`src/rtl/tmul_row_sequencer_pkg.sv`:
```
// Shared definitions for the tile multiplier: row geometry, row type and the
// row-sequencer state encoding.
package tmul_pkg;

    localparam int LANES   = 16;
    localparam int ELEM_W  = 16;
    localparam int ROW_W   = LANES * ELEM_W;
    localparam int MAX_DIM = 16;

    typedef logic [ROW_W-1:0] row_t;

    typedef enum logic [2:0] {
        S_IDLE,
        S_LDC,
        S_MAC,
        S_WRC,
        S_DONE
    } seq_state_e;

endpackage

```
`src/rtl/tmul_row_sequencer.sv`:
```
// Row sequencer for the tile multiplier: walks C[m] += sum_k A[m][k]*B[k] one
// FMA_Row operation per cycle and writes each finished row back to C.
module tmul_row_sequencer
    import tmul_pkg::*;
#(
    parameter int LANES   = 16,
    parameter int ELEM_W  = 16,
    parameter int MAX_DIM = 16
) (
    input  logic                      clk,
    input  logic                      rst,
    input  logic                      start,
    input  logic [4:0]                cfg_m,
    input  logic [4:0]                cfg_k,
    output logic                      busy,
    output logic                      done,
    output logic [7:0]                a_raddr,
    input  logic [ELEM_W-1:0]         a_rdata,
    output logic [3:0]                b_raddr,
    input  logic [LANES*ELEM_W-1:0]   b_rdata,
    output logic [3:0]                c_raddr,
    input  logic [LANES*ELEM_W-1:0]   c_rdata,
    output logic                      c_we,
    output logic [3:0]                c_waddr,
    output logic [LANES*ELEM_W-1:0]   c_wdata,
    output logic [ELEM_W-1:0]         fma_a,
    output logic [LANES*ELEM_W-1:0]   fma_rowb,
    output logic [LANES*ELEM_W-1:0]   fma_rowc,
    input  logic [LANES*ELEM_W-1:0]   fma_product
);

    localparam int RW = LANES * ELEM_W;

    function automatic logic [4:0] sat_dim(input logic [4:0] d);
        return (d > 5'(MAX_DIM)) ? 5'(MAX_DIM) : d;
    endfunction

    seq_state_e      state;
    seq_state_e      nxt;
    logic [3:0]      m;
    logic [3:0]      k;
    logic [4:0]      m_eff;
    logic [4:0]      k_eff;
    logic [RW-1:0]   acc;
    logic            last_k;
    logic            last_m;
    logic            degenerate;
    logic            wr_next;
    logic            rd_en;
    logic            rd_c;
    logic [3:0]      rd_m;
    logic [3:0]      rd_k;
    logic [4:0]      kn;

    assign last_k     = ({1'b0, k} == (k_eff - 5'd1));
    assign last_m     = ({1'b0, m} == (m_eff - 5'd1));
    assign degenerate = (cfg_m == 5'd0) || (cfg_k == 5'd0);
    assign wr_next    = (state == S_MAC) && last_k;

    always_ff @(posedge clk) begin
        if (rst) begin
            state <= S_IDLE;
        end else begin
            state <= nxt;
        end
    end

    always_comb begin
        nxt = state;
        case (state)
            S_IDLE: begin
                if (start) begin
                    nxt = degenerate ? S_DONE : S_LDC;
                end
            end
            S_LDC:   nxt = S_MAC;
            S_MAC:   nxt = last_k ? S_WRC : S_MAC;
            S_WRC:   nxt = last_m ? S_DONE : S_LDC;
            S_DONE:  nxt = S_IDLE;
            default: nxt = S_IDLE;
        endcase
    end

    // FMA operands are only live in MAC; the first term of a row adds onto C.
    always_comb begin
        busy     = (state != S_IDLE);
        done     = (state == S_DONE);
        fma_a    = '0;
        fma_rowb = '0;
        fma_rowc = '0;
        if (state == S_MAC) begin
            fma_a    = a_rdata;
            fma_rowb = b_rdata;
            fma_rowc = (k == 4'd0) ? c_rdata : acc;
        end
    end

    // Reads are issued one cycle ahead of the cycle that consumes their data.
    always_comb begin
        rd_en = 1'b0;
        rd_c  = 1'b0;
        rd_m  = m;
        rd_k  = 4'd0;
        kn    = (state == S_LDC) ? 5'd0 : ({1'b0, k} + 5'd1);
        if (nxt == S_LDC) begin
            rd_en = 1'b1;
            rd_c  = 1'b1;
            rd_m  = (state == S_WRC) ? (m + 4'd1) : 4'd0;
        end else if ((nxt == S_MAC) && ((kn + 5'd1) < k_eff)) begin
            rd_en = 1'b1;
            rd_k  = 4'(kn + 5'd1);
        end
    end

    always_ff @(posedge clk) begin
        if (rst) begin
            m       <= '0;
            k       <= '0;
            m_eff   <= '0;
            k_eff   <= '0;
            acc     <= '0;
            a_raddr <= '0;
            b_raddr <= '0;
            c_raddr <= '0;
            c_we    <= 1'b0;
            c_waddr <= '0;
            c_wdata <= '0;
        end else begin
            a_raddr <= rd_en ? {rd_m, rd_k} : 8'd0;
            b_raddr <= rd_en ? rd_k : 4'd0;
            c_raddr <= rd_c ? rd_m : 4'd0;
            c_we    <= wr_next;
            c_waddr <= wr_next ? m : 4'd0;
            c_wdata <= wr_next ? fma_product : '0;
            case (state)
                S_IDLE: begin
                    if (start) begin
                        m_eff <= sat_dim(cfg_m);
                        k_eff <= sat_dim(cfg_k);
                        m     <= '0;
                        k     <= '0;
                    end
                end
                S_LDC: k <= '0;
                S_MAC: begin
                    acc <= fma_product;
                    if (!last_k) begin
                        k <= k + 4'd1;
                    end
                end
                S_WRC: begin
                    if (!last_m) begin
                        m <= m + 4'd1;
                    end
                end
                default: ;
            endcase
        end
    end

endmodule

```
`config.mk`:
```
export PLATFORM = sky130hd
export DESIGN_NAME = tmul_row_sequencer
export DESIGN_NICKNAME = d
export VERILOG_FILES = /design/src/rtl/tmul_row_sequencer_pkg.sv /design/src/rtl/tmul_row_sequencer.sv
export SDC_FILE = /design/constraint.sdc
export NUM_CORES = 1
export LEC_CHECK = 0
export CORE_AREA = 2 2 617 619
export CTS_CLUSTER_DIAMETER = 150
export CTS_CLUSTER_SIZE = 30
export DETAILED_ROUTE_END_ITERATION = 8
export DIE_AREA = 0 0 619 621
export GPL_TIMING_DRIVEN = 0
export SYNTH_ARGS = -nofsm -noshare
export SYNTH_HDL_FRONTEND = slang
export SYNTH_SLANG_ARGS = --single-unit
```
`constraint.sdc`:
```
create_clock -name clk -period 4.6 [get_ports clk]
set_clock_uncertainty 0.05 [all_clocks]
set_input_delay 0.46 -clock clk [delete_from_list [all_inputs] [get_ports clk]]
set_output_delay 0.46 -clock clk [all_outputs]
set_load 0.1 [all_outputs]
```
**Yosys cells after proc, flatten, opt, wreduce, memory -nomap -nowiden**

Cells that the tools add are included.

- Bits in registers: 554
- Input port bits: 797
- Output and inout port bits: 807
- Word-level logic and storage cells: 75

- $add $sub $neg: 6
- Order comparisons: 3
- Equality and inequality tests: 11
- Mux-type cells: 24
- Bitwise gates (word level): 3
- Reduce and logical (&&, ||, !) cells: 16

Operators with widths:

| kind | number |
|---|---|
| 256-bit two-way mux | 3 |
| 4-bit two-way mux | 7 |
| 16-bit two-way mux | 1 |
| 5-bit two-way mux | 3 |
| 3-bit one-hot mux with 4 select lines | 1 |
| 4-bit one-hot mux with 3 select lines | 1 |
| 4-bit by 5-bit equality test with 1-bit output | 2 |
| 5-bit greater-than comparator, second input constant | 2 |
| 5-bit logical NOT | 2 |
| 5-bit by 1-bit subtractor with 5-bit output, second input constant | 2 |
| 3-bit by 2-bit equality test with 1-bit output, second input constant | 3 |
| 3-bit two-way mux | 3 |
| 4-bit by 1-bit adder with 4-bit output, second input constant | 2 |
| 4-bit one-hot mux with 2 select lines | 1 |
| 3-bit by 1-bit equality test with 1-bit output, second input constant | 2 |
| 2-bit inequality test, second input constant | 3 |
| 3-bit AND reduction | 2 |
| 3-bit nonzero test | 2 |
| 2-bit OR reduction | 3 |
| 4-bit by 1-bit adder with 5-bit output, second input constant | 1 |
| 5-bit by 1-bit adder with 5-bit output, second input constant | 1 |
| 5-bit less-than comparator | 1 |
| 4-bit logical NOT | 1 |
| 1-bit two-way mux | 4 |
| other kinds (7) | 10 |

**Longest topological paths before layout**

- Depth after elaboration: 11
- Gate-level depth with buffers: 14
- Gate-level depth less buffers: 13

**Least setup slack after synthesis**

No wires, ideal clock.

- Path type: reg2out
- Start: register k[0]
- End: output port fma_rowc[215]
- Data arrival time: 3030 ps
- Data required time: 4090 ps
- Slack: 1060 ps
- Stages on the path, launching flop included: 9
- Buffers on the path: 3
- Path through: dfxtp_1 > clkbuf_1 > inv_1 > ha_1 > nand2_1 > clkbuf_1 > clkbuf_1 > nand2_1 > a21oi_1

- Longest elaborated chain between the ends: 3

Ends and longest elaborated chain:

| element | line | RTL |
|---|---|---|
| start, declared | tmul_row_sequencer.sv:41 | `logic [3:0] k;` |
| start signal, assigned | tmul_row_sequencer.sv:148 | `k <= k + 4'd1;` |
| 4-bit logical NOT | tmul_row_sequencer.sv:94 | `fma_rowc = (k == 4'd0) ? c_rdata : acc;` |
| 256-bit two-way mux | tmul_row_sequencer.sv:94 |  |
| 256-bit two-way mux | tmul_row_sequencer.sv:91 | `if (state == S_MAC) begin` |
| end, declared | tmul_row_sequencer.sv:28 | `output logic [LANES*ELEM_W-1:0] fma_rowc,` |

Every way passes these cells.

**Worst setup path in the final report**

- Start: register state[0]
- End: output port fma_rowb[238]

- Longest elaborated chain between the ends: 2

Ends and longest elaborated chain:

| element | line | RTL |
|---|---|---|
| start, declared | tmul_row_sequencer.sv:38 | `seq_state_e state;` |
| start signal, assigned | tmul_row_sequencer.sv:64 | `state <= nxt;` |
| 3-bit by 2-bit equality test with 1-bit output | tmul_row_sequencer.sv:91 |  |
| 256-bit two-way mux | tmul_row_sequencer.sv:91 |  |
| end, declared | tmul_row_sequencer.sv:27 | `output logic [LANES*ELEM_W-1:0] fma_rowb,` |

Every way passes these cells.

==> impl_metrics.yaml <==
synth:
  async_reset_ff_frac: 0
  synthesis_warning_total: 0
  yosys.area.top_type_share: 0.4809
  synth_seq_area_share: 0.4809
  synthDistinctLibCells: 52
  synthTopCellsByArea: "sky130_fd_sc_hd__dfxtp_1, sky130_fd_sc_hd__nand2_1, sky130_fd_sc_hd__and2_1"
  synth_top_area_cell: "sky130_fd_sc_hd__dfxtp_1"
  synthFlopType: "sky130_fd_sc_hd__dfxtp_1"
  mappedNetlistNets: 3842
  syn-instance-count: 3035
  postSynthAreaPerCell_um2: 7.544
  synth.ff_latch_count: 550
  syn_area_mm2: 0.02290
  synth-edff-count: 0
worst_hold_path:
  hold_class: "in2reg"
flow_run:
  max_cap_violations: 1
clock_network:
  clock-root-buffer: "sky130_fd_sc_hd__clkbuf_16"
  clkSinkCount: 550
  tritoncts: "done"
  clockBufferDepth: 3
  cts.reportedPaths.clkPinSlew_ns: 0.13
  numCtsBuffers: 30
  worst_skew_late_latency_ns: 0.80
  cts.htree.levels: 1
  post-cts-setup-buffer-count: 0
  cts_hold_repair.buffers: 0
  post_cts_sizing_count: 1149
power_and_ir_drop:
  power_report.internal_total_mw: 7.506
  power.clock.fraction: 0.257
  leak_pwr_nw: 16.69
  switching_share: 0.4613
  p_per_area_mw_per_mm2: 304.6
  comb_power_share: 0.384
  power.share.sequential: 0.359
  switchingPower_mw: 6.427
  vdd.ir_drop.worst_mv: 0.3600
sta:
  max-slew-margin-rel: -0.02058
  achievable-frequency_mhz: 225.1
  timing_max_transition_violations_final: 1
  setup_viol: 0
  hold_violations: 0
  tightestPinTransition_ns: 1.526
  fin_crit_ns: 4.443
  final.period_utilization: 0.9659
grt:
  grt_antenna_before_repair: 266
  first_global_vias: 27300
  grt_pass1_wl_mm: 384.1
  maximum_number_of_pins_on_one_net_before_global_route_repair: 31
  grtUsageTotal: 0.1622
  grt_overflow_total: 0
worst_setup_path:
  worstSetupStartpointType: "flop"
  cp.arrival_ns: 3.93
  cp_max_fo: 10
  crit_type: "reg2out"
  timing.critical_path.to_type: "output port"
  timing.critical_path.required_ns: 4.09
placed_design:
  detailed_place_hpwl_mm: 297.7
  dpl_cell_area_mm2: 0.04469
  portBuffers: 1602
  gpl.final_weighted_congestion: 1.073
routing:
  vias: 28770
  detail-route-antenna-nets: 0
  routed_wirelength_mm: 324.7
  dr.first_iter.drc_count: 2114
  drtPass1Iterations: 5
  post-route-drc-count: 0
  vias_per_cell: 2.932
  routed_wire_length_per_instance_um: 33.09
cells_and_area:
  final_layout_size_suffix_gt1_frac: 0.1083
  final_cell_area_mm2: 0.04573
  design.final.nets: 5482
  final_core_util: 0.1211
  flow.area_growth_from_synthesis_pct: 99.75
floorplan:
  floorplan.die_area_mm2: 0.3844
  core_region_area_mm2: 0.3778
  die-width_um: 619
  cell_rows: 226
  start_util: 0.06061
  floorplan_die_height_um: 621
  top_level_ports: 1604
status:
  run_status: "finished with violations"
  failed_checks: "capacitance limit, slew limit"
-- power groups by stage --
stage	Sequential, mW	Combinational [mW]	Clock (mW)
final	5.01	5.34	3.58
after global routing	5.02	5.54	3.88
after CTS	5.01	5.43	3.75
after detailed placement	5.11	5.52	0
after global placement	5.11	5.57	0
after floorplan	5.09	3.00	0
-- area by class of cell --
class / count / area, um2
antenna: 104 / 260.3
timing repair buffer: 1609 / 15100
buffer: 244 / 1086
sequential: 550 / 11010
multi-input combinational: 2228 / 10850
tap: 5016 / 6276
clock buffer: 32 / 758.2
clock inverter: 16 / 349.1
fill: 43970 / 332000
inverter: 12 / 45.04
-- path summary, 6_finish.rpt --
check / start / end / slack (ns) / cells after the start
max: state[0] / fma_rowb[238] / 0.16 / 7
min: fma_product[228] / acc[228] / 0.17 / 3
max reg2reg: state[2] / a_raddr[0] / 0.62 / 10
min reg2reg: acc[9] / acc[9] / 0.41 / 2
-- metrics by stage --
stage | TNS (ns) | power (mW) | instances | worst slack (ns) | hold slack, ns
after floorplan | 0 | 8.091 | 3035 | 1.060 | 0.3866
after global placement | -336.09 | 10.68 | 9653 | -1.865 | 0.3919
after detailed placement | -61.47 | 10.63 | 9660 | -0.9264 | 0.3967
after CTS | 0 | 14.19 | 9707 | 0.0001319 | 0.07520
after global routing | -0.01637 | 14.44 | 9786 | -0.004499 | 0.1417
final | 0 | 13.93 | 9811 | 0.1571 | 0.1743
-- synth_stat cells, types with 2 or more instances --
cell type	instances
sky130_fd_sc_hd__mux2_2	2
sky130_fd_sc_hd__a211oi_1	2
sky130_fd_sc_hd__nor3b_1	4
sky130_fd_sc_hd__or4_1	2
sky130_fd_sc_hd__o21ai_0	2
sky130_fd_sc_hd__buf_1	5
sky130_fd_sc_hd__nand3b_1	8
sky130_fd_sc_hd__nand2_1	1046
sky130_fd_sc_hd__buf_2	14
sky130_fd_sc_hd__inv_1	11
sky130_fd_sc_hd__ha_1	10
sky130_fd_sc_hd__nor2_1	12
sky130_fd_sc_hd__nor2b_1	4
sky130_fd_sc_hd__and2_1	539
sky130_fd_sc_hd__nand3_1	4
sky130_fd_sc_hd__dfxtp_1	550
sky130_fd_sc_hd__nor4_1	3
sky130_fd_sc_hd__xnor2_1	10
sky130_fd_sc_hd__nand4_1	3
sky130_fd_sc_hd__nor3_1	11
sky130_fd_sc_hd__o31ai_1	2
sky130_fd_sc_hd__xor2_1	5
sky130_fd_sc_hd__buf_4	17
sky130_fd_sc_hd__a21oi_1	526
sky130_fd_sc_hd__o21bai_1	2
sky130_fd_sc_hd__a22o_1	2
sky130_fd_sc_hd__a21o_1	4
sky130_fd_sc_hd__or3_1	3
sky130_fd_sc_hd__clkbuf_1	209
-- kinds of logic after synthesis --
logic type,count (synthesis),share of synthesized area
AOI/OAI and AO/OA,554,0.1256
and+or+nand+nor,1646,0.3352
buffers and inverters,257,0.04569
adders and majority gates,10,0.005465
DFF,550,0.4809
muxes,3,0.001421
xor gates and xnor gates,15,0.005738
-- layout by cell type, fill, tap and decap left out, drive strengths merged, types with 2 or more instances in the layout --
cell type      synthesis  layout
clkdlybuf4s50          0    1064
nand2               1046    1046
dfxtp                550     550
and2                 539     539
a21oi                526     526
clkbuf               209     289
buf                   36     253
dlygate4sd2            0     136
clkdlybuf4s15          0     128
diode                  0     104
inv                   11      16
clkdlybuf4s18          0      15
nor2                  12      12
nor3                  12      12
clkinv                 1      11
xnor2                 10      10
ha                    10      10
nand3b                 8       8
xor2                   5       5
nor3b                  5       5
nor2b                  4       4
nand3                  4       4
a21o                   4       4
or3                    3       3
nand4                  3       3
nor4                   3       3
a211oi                 2       2
o21ai                  2       2
o21bai                 2       2
o31ai                  2       2
a22o                   2       2
mux2                   2       2
or4                    2       2
or3b                   2       2
a2111oi                2       2
-- critical path, stage by stage, from the launching register on --
cell                              delay (ns)
sky130_fd_sc_hd__dfxtp_1                0.32
sky130_fd_sc_hd__buf_2                  0.16
sky130_fd_sc_hd__nor3b_2                0.16
sky130_fd_sc_hd__buf_4                  0.40
sky130_fd_sc_hd__clkbuf_2               0.41
sky130_fd_sc_hd__clkbuf_1               0.43
sky130_fd_sc_hd__and2_1                 0.30
sky130_fd_sc_hd__clkdlybuf4s15_1        0.87
-- sequential cells by signal, summed over array words and instances, names as in the netlist --
| register | flops |
|---|---|
| m | 4 |
| acc | 256 |
| c_waddr | 4 |
| a_raddr | 8 |
| c_wdata | 256 |
| k | 4 |
| k_eff | 5 |
| m_eff | 5 |
| c_we | 1 |
| state | 3 |
| c_raddr | 4 |
-- metal layers --
layer,GRT usage,wire length (um),up-vias
met5,0,809,-
met4,0.06295,15670,124
met3,0.06188,30800,573
met2,0.3034,168100,1554
met1,0.1592,109300,13550
li1,-,-,12960
No activity file was read; power rests on OpenSTA's default activity.
